==> config.mk <==
export PLATFORM = sky130hd
export DESIGN_NAME = inst_fetch
export DESIGN_NICKNAME = d
export VERILOG_FILES = /design/src/rtl/inst_fetch_pkg.sv /design/src/rtl/inst_fetch_buf.sv /design/src/rtl/inst_fetch.sv
export SDC_FILE = /design/constraint.sdc
export NUM_CORES = 1
export LEC_CHECK = 0
export CAP_MARGIN = 30
export CORE_MARGIN = 1
export CORE_UTILIZATION = 57
export CTS_CLUSTER_DIAMETER = 120
export DETAILED_ROUTE_END_ITERATION = 7
export DONT_BUFFER_PORTS = 1
export GPL_ROUTABILITY_DRIVEN = 0
export PLACE_DENSITY_LB_ADDON = 0.2
export SYNTH_ARGS = -nofsm -noshare
export SYNTH_HDL_FRONTEND = slang
export SYNTH_SLANG_ARGS = --single-unit
==> constraint.sdc <==
create_clock -name clk -period 3.8 [get_ports clk]
set_input_delay 0 -clock clk [delete_from_list [all_inputs] [get_ports clk]]
set_output_delay 0 -clock clk [all_outputs]
set_load 0.02 [all_outputs]
==> src/rtl/inst_fetch_pkg.sv <==
// Shared bus widths and constants for the instruction-fetch stage.
// Every fetch-stage file imports this package.
package inst_fetch_pkg;

    localparam int InstAddrBus = 32;
    localparam int InstBus     = 32;
    localparam int EntryW      = InstAddrBus + InstBus;

    localparam logic [InstBus-1:0]     ZeroWord     = '0;
    localparam logic [InstAddrBus-1:0] RESET_PC_DEF = 32'h0000_0000;
    localparam logic [InstAddrBus-1:0] PcStep       = 32'd4;

    function automatic logic [InstAddrBus-1:0] align_pc(input logic [InstAddrBus-1:0] a);
        return {a[InstAddrBus-1:2], 2'b00};
    endfunction

endpackage

==> src/rtl/inst_fetch_buf.sv <==
// Synchronous FIFO with flush that holds fetched {pc, inst} entries.
// The head entry is read combinationally. BUF_DEPTH must be a power of two.
module fetch_buf #(
    parameter  int BUF_DEPTH = 2,
    parameter  int DATA_W    = 64,
    localparam int AW        = $clog2(BUF_DEPTH),
    localparam int CW        = $clog2(BUF_DEPTH + 1)
) (
    input  logic              clk,
    input  logic              rst,
    input  logic              i_flush,
    input  logic              i_push,
    input  logic              i_pop,
    input  logic [DATA_W-1:0] i_din,
    output logic [DATA_W-1:0] o_dout,
    output logic [CW-1:0]     o_count,
    output logic              o_full,
    output logic              o_empty
);

    logic [DATA_W-1:0] r_mem [BUF_DEPTH];
    logic [AW-1:0]     r_wr_ptr;
    logic [AW-1:0]     r_rd_ptr;
    logic [CW-1:0]     r_count;

    // The pointers wrap naturally because the depth is a power of two.
    always_ff @(posedge clk) begin
        if (rst || i_flush) begin
            r_wr_ptr <= '0;
            r_rd_ptr <= '0;
            r_count  <= '0;
        end else begin
            if (i_push) r_wr_ptr <= r_wr_ptr + 1'b1;
            if (i_pop)  r_rd_ptr <= r_rd_ptr + 1'b1;
            if (i_push && !i_pop)      r_count <= r_count + 1'b1;
            else if (i_pop && !i_push) r_count <= r_count - 1'b1;
        end
    end

    // A push into a full buffer always pairs with a pop. The old head is read
    // before this edge, so the write can safely reuse its slot.
    always_ff @(posedge clk) begin
        if (i_push) r_mem[r_wr_ptr] <= i_din;
    end

    assign o_dout  = r_mem[r_rd_ptr];
    assign o_count = r_count;
    assign o_full  = (r_count == CW'(BUF_DEPTH));
    assign o_empty = (r_count == '0);

endmodule

==> src/rtl/inst_fetch.sv <==
// Instruction-fetch stage: owns the PC, reads the instruction ROM, and buffers
// {pc, inst} pairs for decode. Execute-stage redirects flush the buffer.
module inst_fetch
    import inst_fetch_pkg::*;
#(
    parameter logic [InstAddrBus-1:0] RESET_PC  = RESET_PC_DEF,
    parameter int                     BUF_DEPTH = 2
) (
    input  logic                   clk,
    input  logic                   rst,
    output logic                   rom_ce,
    output logic [InstAddrBus-1:0] rom_raddr,
    input  logic [InstBus-1:0]     rom_rdata,
    input  logic                   redirect_valid,
    input  logic [InstAddrBus-1:0] redirect_pc,
    output logic                   id_valid,
    output logic [InstAddrBus-1:0] id_pc,
    output logic [InstBus-1:0]     id_inst,
    input  logic                   id_ready
);

    localparam int CW = $clog2(BUF_DEPTH + 1);

    logic [InstAddrBus-1:0] r_pc;
    logic                   w_pop;
    logic                   w_fetch;
    logic                   w_full;
    logic                   w_empty;
    logic [CW-1:0]          w_count;
    logic [EntryW-1:0]      w_head;

    // A redirect blocks both the pop and the fetch. id_ready therefore reaches
    // rom_ce combinationally when the buffer is full.
    assign w_pop   = ~w_empty & id_ready & ~redirect_valid;
    assign w_fetch = ~rst & ~redirect_valid & ((w_count < CW'(BUF_DEPTH)) | w_pop);

    always_ff @(posedge clk) begin
        if (rst)                 r_pc <= RESET_PC;
        else if (redirect_valid) r_pc <= align_pc(redirect_pc);
        else if (w_fetch)        r_pc <= r_pc + PcStep;
    end

    fetch_buf #(
        .BUF_DEPTH (BUF_DEPTH),
        .DATA_W    (EntryW)
    ) u_buf (
        .clk     (clk),
        .rst     (rst),
        .i_flush (redirect_valid),
        .i_push  (w_fetch),
        .i_pop   (w_pop),
        .i_din   ({r_pc, rom_rdata}),
        .o_dout  (w_head),
        .o_count (w_count),
        .o_full  (w_full),
        .o_empty (w_empty)
    );

    always_ff @(posedge clk) begin
        if (!rst) assert (!(w_fetch && w_full && !w_pop));
    end

    assign rom_ce    = w_fetch;
    assign rom_raddr = r_pc;
    assign id_valid  = ~w_empty;
    assign id_pc     = w_empty ? ZeroWord : w_head[EntryW-1:InstBus];
    assign id_inst   = w_empty ? ZeroWord : w_head[InstBus-1:0];

endmodule

# --- Word level (Yosys, flattened, before mapping) ---
# Memories as Yosys holds them, arrays and structs flattened. A register that Yosys moved wholly into a read port is not among the register bits.
# Cells that the tools add are included.
# Widths: inputs -> output; s select.
totals:
  ram_bits: 128
  ff_bits: 36
  mem_count: 1
  output_inout_bits: 98
  wordCells: 39
  inputBits: 68
op_classes:
  n_lt_le_gt_ge: 1
  bitwise_logic: 8
  reduce_logical: 9
  n_addsub: 5
  mux: 10
mem_list:
  columns: ["memory", "depth", "width", "rd", "rd_ports_with_merged_regs", "wr", "line_no", "source"]
  rows:
  - ["u_buf.r_mem", 2, 64, 1, 1, 1, "inst_fetch_buf.sv:21", "logic [DATA_W-1:0] r_mem [BUF_DEPTH];"]
ops:
  columns: ["operator", "n"]
  rows:
  - ["$mux 32", 4]
  - ["$add 32x3->32 const B", 1]
  - ["$and 1x1->1", 4]
  - ["$mux 1", 4]
  - ["$mux 2", 2]
  - ["$reduce_bool 2->1", 2]
  - ["$not 1->1", 3]
  - ["$add 1x1->1 const B", 2]
  - ["$add 2x1->2 const B", 1]
  - ["$logic_and 1x1->1", 2]
  - ["$logic_not 1->1", 2]
  - ["$logic_not 2->1", 1]
  - ["$lt 2x2->1 const B", 1]
  - ["$reduce_or 2->1", 1]
  - ["$sub 2x1->2 const B", 1]
  - ["$logic_or 1x1->1", 1]
  - ["$or 1x1->1", 1]

# --- Logic depth before layout (Yosys ltp) ---
logic_depth:
  ltp_word: 10
  mapped_depth: 8
  mapped_depth_nobuf: 7

# --- By module ---
# A second synthesis with hierarchy kept.
unflattened:
  hier_cells: 548
  hier_area_um2: 7231.9
modules_own_cells:
  columns: ["module", "cells_each", "area_per_inst_um2", "seq_area_each_um2", "instances"]
  rows:
  - ["fetch_buf", 221, 4819.6, 3943.8, 1]
  - ["inst_fetch", 327, 2412.3, 600.6, 1]

# --- Worst setup path before layout ---
# Ideal clock, no wire load.
synth_path:
  kind: "register -> register"
  start: "register u_buf.r_count[1], in the netlist u_buf.o_count[1]"
  end: "memory u_buf.r_mem[0][0] (enable)"
  synth_period_minus_slack_ps: 3680
  setup_ps: 482
  stages_incl_launch_ff: 4
  required_ps: 3318
  n_path_buf: 0
  arrival_ps: 3197
  setup_slack_ps: 120
  path_cell_list: "dfxtp_1 nand2b_1 nand2_1 nor2_1"
synth_via:
  elab_chain_len: 8
  word_cells_on_any_way: 9
  classes_between: "1 x order compare; 2 x mux; 5 x bitwise; 1 x reduce/logical"
synth_rtl:
  columns: ["element", "line_no", "source"]
  rows:
  - ["start, declared", "inst_fetch_buf.sv:24", "logic [CW-1:0] r_count;"]
  - ["start signal, assigned", "inst_fetch_buf.sv:35", "if (i_push && !i_pop) r_count <= r_count + 1'b1;"]
  - ["start signal, assigned", "inst_fetch_buf.sv:36", "else if (i_pop && !i_push) r_count <= r_count - 1'b1;"]
  - ["$logic_not 2->1", "inst_fetch_buf.sv:49", "assign o_empty = (r_count == '0);"]
  - ["$not 1->1", "inst_fetch.sv:34", "assign w_pop = ~w_empty & id_ready & ~redirect_valid;"]
  - ["$and 1x1->1 (2 in series)", "inst_fetch.sv:34", null]
  - ["$or 1x1->1 (*)", "inst_fetch.sv:35", "assign w_fetch = ~rst & ~redirect_valid & ((w_count < CW'(BUF_DEPTH)) | w_pop);"]
  - ["$and 1x1->1 (*)", "inst_fetch.sv:35", null]
  - ["$mux 1 (*)", "inst_fetch_buf.sv:43", "if (i_push) r_mem[r_wr_ptr] <= i_din;"]
  - ["$mux 1 (not written as such) (*)", "inst_fetch_buf.sv:43", null]
  - ["end, declared", "inst_fetch_buf.sv:21", null]
# Every way passes the cells marked *; elsewhere a longest branch is shown, timed or not.

# --- Worst setup path after layout ---
layout_path:
  start: "register u_buf.r_count[1], in the netlist u_buf.o_count[1]"
  end: "register r_pc[22], in the netlist rom_raddr[22]"
layout_via:
  elab_chain_len: 7
  word_cells_on_any_way: 8
  classes_between: "1 x order compare; 5 x bitwise; 2 x reduce/logical"
layout_rtl:
  columns: ["element", "line_no", "source"]
  rows:
  - ["$logic_not 2->1", "inst_fetch_buf.sv:49", null]
  - ["$not 1->1", "inst_fetch.sv:34", null]
  - ["$and 1x1->1 (2 in series)", "inst_fetch.sv:34", null]
  - ["$or 1x1->1 (*)", "inst_fetch.sv:35", null]
  - ["$and 1x1->1 (*)", "inst_fetch.sv:35", null]
  - ["$reduce_bool 2->1 (no line) (*)", null, null]
  - ["end signal, assigned", "inst_fetch.sv:39", "else if (redirect_valid) r_pc <= align_pc(redirect_pc);"]
  - ["end signal, assigned", "inst_fetch.sv:40", "else if (w_fetch) r_pc <= r_pc + PcStep;"]
  - ["end, declared", "inst_fetch.sv:24", "logic [InstAddrBus-1:0] r_pc;"]
# Marked as above.
# A chain may end at the register's enable or synchronous reset.

==> metrics.cfg <==
[final_layout]
final_common_cell = edfxtp_1
n_antenna_cell = 0
final_cell_mix = edfxtp_1, nor2_1, dlygate4sd3_1, mux2i_1, dfxtp_1
nNetsFinal = 674
stdcell_count = 759
area_delta_synth_final_pct = 22.7
drive_above_1_share_pct = 7.31
fillerInstances = 770

[global_routing]
antenna_found_initial = 0
first_global_vias = 4739
grt_pass1_wl_mm = 24.4
globalRouteOverflowTotal = 0
grt_usage_pct = 25.6
grt_max_degree = 63
grt.busiest_layer = met2
grtUsageMet1_pct = 30.7
grt.met2_usage_pct = 43.3
grtUsageMet3_pct = 7.98

[synthesis]
synthArstFlopShare_pct = 0
synth_edf_count = 124
synth-seq-cells = 159
netlist_instances = 521
avgSynthCellArea_um2 = 13.0
synth_ff_type = edfxtp_1
ys_seq_area_share_pct = 65.4
ys_warn_count = 0
syn_area_um2 = 6760
synth_cell_types = 51

[cts]
cts_tree = built
cts_buffers = 17
root_buffer = clkbuf_16
post_cts_buffers = 0
clk_pin_slew_ns = 0.06
clk_latency_ns = 0.42
clk_path_buf_depth = 2
postCtsResizedCells = 0
numClockSinks = 159
cts.htree.levels = 4

[critical_path]
cpMaxStageDelayCell = or4_1
startpoint_type = register
crit_required_ns = 4.16
cpPeakStageDelay_ns = 0.68
cp_cell_sequence = nand2b_1, nand3_1, or4_1, a311oi_1, dlygate4sd3_1
cp.arrival_ns = 3.42
worstPathMaxFanout = 18
cp-end-kind = register
crit_type = reg2reg

[sta]
fmax_mhz = 326
hold_viol = 1
min_period_ns = 3.06
finalSetupTns_ns = 0
hold_ws_ns = -0.00617
worst_slack_ns = 0.736
timing.final.crit_share_pct = 80.6
setup_violations = 0
worstMarginPinSlew_ns = 0.832
finalClockSkew_ns = 0.00912
maxSlewViolCount = 0
rsz0062_at_grt = no
max-slew-margin-rel_pct = 44.4

[floorplanning]
dieWidth_um = 111
start_util_pct = 59.0
num_rows = 39
core_area_um2 = 11500
dieHeight_um = 111
die-area_um2 = 12300
ioPinCount = 166

[placed_design]
place_hpwl_mm = 8.94
dp.cells = 638
io_buffers = 0
pre_cts_slack_ns = 1.36

[worst_hold_path]
hold_class = in2reg

[run_status]
violations = hold timing
status = finished, violations left

[flow_run]
max-cap-violations = 0

[detailed_routing]
firstDrtPassIters = 4
drc = 0
routed_wire_length_per_instance_um = 19.9
viasPerCell = 6.05
route.vias.total = 4589
drtIter0Drc = 336
drt-total-wl_mm = 15.1
antenna_left = 0

[power]
peakVddDrop_mv = 0.375
p_leak_nw = 2.75
power-per-cell-area_nw_per_um2 = 467
fin_total_pwr_w = 0.00387

state kept, by name, indices dropped and copies added (netlist names), named ones only:
signal / cells
u_buf.r_wr_ptr: 1
rom_raddr: 30
u_buf.o_count: 2
u_buf.r_rd_ptr: 1
u_buf.r_mem: 124
per-layer routing:
metal  routed length [um]  share of wire (%)
met5                    0                  0
met4                  258                1.7
met3                 1100                7.3
met2                 7700                 51
met1                 6050                 40
repair_timing:
| item | 4_1_cts | 5_1_grt |
|---|---|---|
| endpoints found under the hold margin | 99 | 0 |
| setup endpoints to repair | 0 | 0 |
| hold buffers | 90 | 0 |
final cells by class:
class / count / area (um^2) / area share (%)
flip-flops and latches: 159 / 4430 / 53.4
repair buffers: 96 / 976 / 11.8
clock inverters: 8 / 67.6 / 0.814
multi-input cells: 323 / 2170 / 26.2
well taps: 143 / 179 / 2.16
clock buffers: 23 / 448 / 5.40
inverters: 7 / 26.3 / 0.317
cell families (layout without fill, tap and decap cells):
group	Yosys count	after routing	synth area share (%)
AND/OR/NAND/NOR	188	188	14.2
flip-flops	159	159	65.4
multiplexers	63	63	9.32
AO/OA/AOI/OAI	57	57	6.59
buffers and inverters	42	134	2.87
XOR/XNOR	9	9	1.17
adder cells (fa/ha/maj)	2	2	0.370
other	1	4	0.0554
stage by stage:
stage	hold WS, ns	area [um^2]	util, %
after global routing	0.00708	8300	72.4
after detailed placement	0.0750	6870	59.9
final	-0.00617	8300	72.4
after CTS	0.000306	8300	72.4
after floorplan	0.0989	6780	-
after global placement	0.0742	6840	59.7
worst paths after layout:
path,startpoint,end,slack (ns),depth (start not counted)
min reg2reg,u_buf.r_rd_ptr,register,0.54,2
max,u_buf.o_count[1],rom_raddr[22],0.74,5
min,rst,rom_raddr[26],-0.006,3
max reg2reg,u_buf.o_count[1],rom_raddr[22],0.74,5
critical path: cells and delay by family (launching register included):
| kind | cells | cell delay, ns |
|---|---|---|
| DFF | 1 | 0.36 |
| AOI/OAI and AO/OA | 1 | 0.26 |
| buffers and inverters | 1 | 0.57 |
| and+or+nand+nor | 3 | 1.81 |
cell usage after synthesis (2+ instances only):
master / n / area, um^2
a211oi_1: 7 / 52.6
o41a_1: 2 / 22.5
xnor2_1: 2 / 17.5
nor3b_1: 3 / 22.5
or3_1: 4 / 25.0
xor2_1: 7 / 61.3
buf_1: 6 / 22.5
nand4_4: 2 / 42.5
o31a_1: 3 / 26.3
o21ai_0: 4 / 20.0
buf_4: 7 / 52.6
ha_1: 2 / 25.0
or4_1: 12 / 90.1
nor3_1: 4 / 20.0
nand2_1: 15 / 56.3
mux2i_1: 63 / 631
and3_1: 5 / 31.3
and4_2: 3 / 30.0
a311oi_1: 14 / 123
nand4_1: 8 / 50.1
nand3_1: 18 / 90.1
a2111oi_0: 2 / 17.5
and4_1: 4 / 35.0
a21oi_1: 3 / 15.0
inv_1: 6 / 22.5
nor2_1: 95 / 357
nor4_1: 5 / 31.3
a22oi_1: 3 / 22.5
buf_2: 2 / 10.0
nor2b_1: 2 / 12.5
dfxtp_1: 35 / 701
clkbuf_1: 19 / 71.3
o31ai_1: 13 / 97.6
edfxtp_1: 124 / 3720
where the power goes:
part | internal [W] | total [W] | switching, W
registers | 0.00195 | 0.00204 | 0.0000913
clock network | 0.000888 | 0.00151 | 0.000623
logic | 0.000132 | 0.000318 | 0.000186
Note: power is estimated with default switching activity, not from simulation.
